===== src/rtl/imem_port_arbiter_pkg.sv =====
// Shared types for the instruction-memory port arbiter.
package imem_port_arbiter_pkg;

  typedef logic [31:0] InsnPath;
  typedef logic [31:0] InsnAddrPath;

  localparam int IMEM_STARVE_CNT_WIDTH = 4;

  typedef enum logic [1:0] {
    OWN_NONE  = 2'd0,
    OWN_FETCH = 2'd1,
    OWN_DBG   = 2'd2
  } ImemOwner;

endpackage


===== src/rtl/imem_port_arbiter_starve_counter.sv =====
// Saturating count of consecutive cycles debug lost arbitration to fetch.
module imem_starve_counter
  import imem_port_arbiter_pkg::*;
#(
  parameter int STARVE_LIMIT = 4
) (
  input  logic clk,
  input  logic rst,
  input  logic dbg_valid,
  input  logic dbg_grant,
  input  logic fetch_grant,
  output logic starve_hit
);

  localparam logic [IMEM_STARVE_CNT_WIDTH-1:0] LIMIT = IMEM_STARVE_CNT_WIDTH'(STARVE_LIMIT);

  logic [IMEM_STARVE_CNT_WIDTH-1:0] cnt;

  always_ff @(posedge clk or posedge rst) begin
    if (rst) begin
      cnt <= '0;
    end else if (dbg_grant || !dbg_valid) begin
      cnt <= '0;
    end else if (fetch_grant && cnt != LIMIT) begin
      cnt <= cnt + 1'b1;
    end
  end

  assign starve_hit = (cnt == LIMIT);

endmodule


===== src/rtl/imem_port_arbiter.sv =====
// Shares the single synchronous-read IMem port between fetch (priority) and debug,
// routing each one-cycle-late read back to the requester that issued it.
//   owner     | meaning
//   OWN_NONE  | no read issued last cycle, mem_insn is not claimed
//   OWN_FETCH | mem_insn is fetch's read (dropped if flush is high)
//   OWN_DBG   | mem_insn is debug's read
module imem_port_arbiter
  import imem_port_arbiter_pkg::*;
#(
  parameter int STARVE_LIMIT = 4
) (
  input  logic        clk,
  input  logic        rst,
  input  logic        fetch_req_valid,
  input  InsnAddrPath fetch_req_addr,
  output logic        fetch_req_ready,
  output logic        fetch_rsp_valid,
  output InsnPath     fetch_rsp_insn,
  input  logic        dbg_req_valid,
  input  InsnAddrPath dbg_req_addr,
  output logic        dbg_req_ready,
  output logic        dbg_rsp_valid,
  output InsnPath     dbg_rsp_insn,
  input  logic        flush,
  output InsnAddrPath mem_addr,
  input  InsnPath     mem_insn
);

  ImemOwner    owner;
  InsnAddrPath last_addr;
  logic        fetch_eligible;
  logic        fetch_grant;
  logic        dbg_grant;
  logic        starve_hit;

  assign fetch_eligible = fetch_req_valid && !flush;
  assign fetch_grant    = fetch_eligible && !(dbg_req_valid && starve_hit);
  assign dbg_grant      = dbg_req_valid && !fetch_grant;

  assign fetch_req_ready = fetch_grant;
  assign dbg_req_ready   = dbg_grant;

  always_comb begin
    mem_addr = last_addr;
    if (fetch_grant) begin
      mem_addr = fetch_req_addr;
    end else if (dbg_grant) begin
      mem_addr = dbg_req_addr;
    end
  end

  always_ff @(posedge clk or posedge rst) begin
    if (rst) begin
      owner     <= OWN_NONE;
      last_addr <= '0;
    end else begin
      if (fetch_grant) begin
        owner <= OWN_FETCH;
      end else if (dbg_grant) begin
        owner <= OWN_DBG;
      end else begin
        owner <= OWN_NONE;
      end
      if (fetch_grant || dbg_grant) begin
        last_addr <= mem_addr;
      end
    end
  end

  // A redirect makes the fetch data arriving this cycle stale.
  assign fetch_rsp_valid = (owner == OWN_FETCH) && !flush;
  assign dbg_rsp_valid   = (owner == OWN_DBG);
  assign fetch_rsp_insn  = mem_insn;
  assign dbg_rsp_insn    = mem_insn;

  imem_starve_counter #(
    .STARVE_LIMIT(STARVE_LIMIT)
  ) u_starve (
    .clk        (clk),
    .rst        (rst),
    .dbg_valid  (dbg_req_valid),
    .dbg_grant  (dbg_grant),
    .fetch_grant(fetch_grant),
    .starve_hit (starve_hit)
  );

endmodule


===== config.mk =====
export PLATFORM = sky130hd
export DESIGN_NAME = imem_port_arbiter
export DESIGN_NICKNAME = d
export VERILOG_FILES = /design/src/rtl/imem_port_arbiter_pkg.sv /design/src/rtl/imem_port_arbiter_starve_counter.sv /design/src/rtl/imem_port_arbiter.sv
export SDC_FILE = /design/constraint.sdc
export NUM_CORES = 1
export LEC_CHECK = 0
export CAP_MARGIN = 20
export CORE_ASPECT_RATIO = 1.4
export CORE_UTILIZATION = 36
export DETAILED_ROUTE_END_ITERATION = 12
export HOLD_SLACK_MARGIN = 0.12
export PLACE_DENSITY_LB_ADDON = 0.15
export SLEW_MARGIN = 20
export SYNTH_ARGS = -nofsm -noshare
export SYNTH_HDL_FRONTEND = slang
export SYNTH_SLANG_ARGS = --single-unit

===== constraint.sdc =====
create_clock -name clk -period 2.15 [get_ports clk]
set_input_delay 0.43 -clock clk [delete_from_list [all_inputs] [get_ports clk]]
set_output_delay 0.43 -clock clk [all_outputs]
set_load 0.05 [all_outputs]

==> flow_metrics.py <==
metrics = {
    "status": {
        "status": "finished, violations left",
        "violations": "setup timing",
    },
    "placed_design": {
        "io_buffers": 104,
        "place_hpwl_um": 3850,
        "placed_area_um2": 3560,
        "place_ws_ns": -0.139,
        "place_congestion": 0.679,
        "dp.cells": 369,
    },
    "detailed_routing": {
        "maxUsedRoutingLayer": "met4",
        "wl_per_cell_um": 15.2,
        "first_pass_iters": 3,
        "route.met3.wl_um": 456,
        "dr_wl_met2_um": 3140,
        "initialDrtViolationCount": 28,
        "vias": 1816,
        "met1_length_um": 2230,
        "routed_via_density": 4.61,
        "post-route-drc-count": 0,
        "postRouteAntennaNets": 0,
        "wl_um": 5970,
    },
    "setup_path": {
        "end_kind": "output pin",
        "crit_required_ns": 1.72,
        "cp_max_fo": 6,
        "cp-start-kind": "register",
        "path_buf_inv": 4,
        "cpPeakStageDelay_ns": 0.39,
        "worstPathArrival_ns": 1.90,
        "cp_cell_sequence": "inv_2, ha_4, nand4b_4, nand3b_4, buf_12, buf_16, mux2_4, buf_6",
        "crit_type": "register to output pin",
        "cp_top_family": "buffers and inverters",
        "cpMaxStageDelayCell": "dfrtp_1",
    },
    "yosys": {
        "synth_nets": 331,
        "synth_edf_count": 0,
        "ys_seq_area_share_pct": 32.4,
        "ys_ff_latch": 38,
        "synthesis.area_um2": 2930,
        "synthTopCellsByCount": "buf_4 (67), mux2_2 (54), mux2_4 (42)",
        "synth_ff_type": "dfrtp_1",
        "synth_top_cell_by_area": "dfrtp_1",
        "synth_most_common_cell": "buf_4",
        "syn_avg_cell_area_um2": 12.9,
        "synth.distinct_cells": 18,
        "async_reset_ff_share_pct": 100,
        "synthCells": 228,
        "synthTopCellsByArea": "dfrtp_1 (32%), mux2_4 (22%), mux2_2 (21%), buf_4 (17%), buf_6 (1.9%)",
        "ys_warn_count": 0,
        "yosysTopAreaCellShare_pct": 32.4,
    },
    "sta": {
        "fmax_mhz": 430,
        "setup-violations-final": 33,
        "post-route-period-util_pct": 108,
        "relSlewSlack_pct": 65.6,
        "whs_ns": 0.579,
        "hold_viol": 0,
        "fin_crit_ns": 2.33,
        "fin_skew_ns": 0.00229,
        "slew_viol_final": 0,
        "rsz0062_at_grt": "true",
        "setup_ws_ns": -0.178,
        "worst_slew_pin_slew_ns": 0.516,
    },
    "floorplan": {
        "core_um2": 7850,
        "die_h_um": 109,
        "start_util_pct": 37.4,
        "pin_count": 201,
        "rows": 38,
        "dieArea_um2": 8520,
        "die_x_um": 78.3,
    },
    "clock_network": {
        "ctsHtreeMaxLevel": 2,
        "clk_latency_ns": 0.28,
        "clockBufferDepth": 2,
        "cts.sinks": 38,
        "clockRootBuffer": "clkbuf_8",
        "clk_pin_slew_worst_paths_ns": 0.08,
        "numCtsBuffers": 5,
        "cts_tree": "built",
    },
    "global_routing": {
        "grt.overflow.total": 0,
        "grt_pass1_wl_um": 9160,
        "grt_usage_pct": 14.2,
        "antenna_found_initial": 0,
        "grt_max_degree": 39,
        "grt_pass1_vias": 1864,
    },
    "min_path": {
        "min_path_type": "primary input to async pin",
    },
    "pwr": {
        "powerDensity_nw_per_um2": 638,
        "p_leak_nw": 1.92,
        "ir_drop_uv": 322,
    },
    "finish": {
        "nets": 396,
        "stdcell_count": 394,
        "final_cell_area_um2": 4140,
        "diodes": 0,
        "areaGrowthSynthToFinish_pct": 41.2,
        "drive_above_1_share_pct": 60.2,
    },
    "flow_run": {
        "maxCapViolCount": 0,
    },
}
[path summary, 6_finish.rpt]
check,from,endpoint,slack [ns],cells after the start
max,u_starve.cnt[1],mem_addr[10],-0.18,8
min,rst,last_addr[16],0.58,3
max reg2reg,u_starve.cnt[0],last_addr[21],0.10,11
min reg2reg,u_starve.cnt[0],u_starve.cnt[0],0.59,2
max in group asynchronous,rst,last_addr[5],1.21,3
min in group clk,u_starve.cnt[0],u_starve.cnt[0],0.59,2
[sequential cells by signal, summed over array words and instances (netlist names)]
| name | flops |
|---|---|
| owner | 2 |
| u_starve.cnt | 4 |
| last_addr | 32 |
[layout make-up]
cell class	count	area, µm²
clock buffer	6	82.6
sequential	38	951
inverter	4	20.0
timing repair buffer	133	1490
fill	733	3700
multi-input combinational	111	1410
tap	100	125
clock inverter	2	60.1
[cells in the final DEF, fill, tap and decap left out, drive strengths merged, types with 2 or more instances in the layout]
cell type / count
and3: 4
ha: 2
inv: 4
and2: 2
mux2: 96
bufinv: 2
clkdlybuf4s50: 68
dfrtp: 38
clkbuf: 7
buf: 64
[report_power, final]
group	internal, mW	switching (mW)	leakage [nW]
clock	0.495	0.261	0.0714
sequential	0.789	0.0176	0.454
combinational	0.575	0.503	1.39
[stage by stage]
stage | TNS [ns] | util [%] | power [mW]
after floorplan | 0 | - | 1.79
after global placement | -3.11 | 45.4 | 1.76
after detailed placement | -3.53 | 45.4 | 1.77
after CTS | -5.34 | 52.1 | 2.67
after global routing | -7.20 | 52.8 | 2.78
final | -3.81 | 52.8 | 2.64
[tightest hold or removal path, cell delays in order]
cell and delay [ns]:
clkdlybuf4s50_1 0.41, inv_2 0.05, buf_4 0.43
[repair_timing]
item	4_1_cts	5_1_grt
setup buffers	10	3
hold endpoints to repair	0	0
hold buffers	0	0
pin swaps	2	0
resized for setup	48	8
setup endpoints to repair	34	34
cloned	4	1
[per-layer routing]
layer	global-route usage, %	up-vias
met5	0	-
met4	7.41	0
met3	3.35	32
met2	25.6	64
met1	15.2	878
li1	-	842
[kinds of logic (layout without fill, tap and decap cells)]
family	Yosys count	in the layout	share of synthesized area, %
buffers and inverters	79	145	20.8
muxes	96	96	42.2
adders and majority gates	2	2	0.853
DFF	38	38	32.4
and+or+nand+nor	11	11	3.11
xor gates and xnor gates	2	2	0.597
Power figures use the tool's default switching activity.
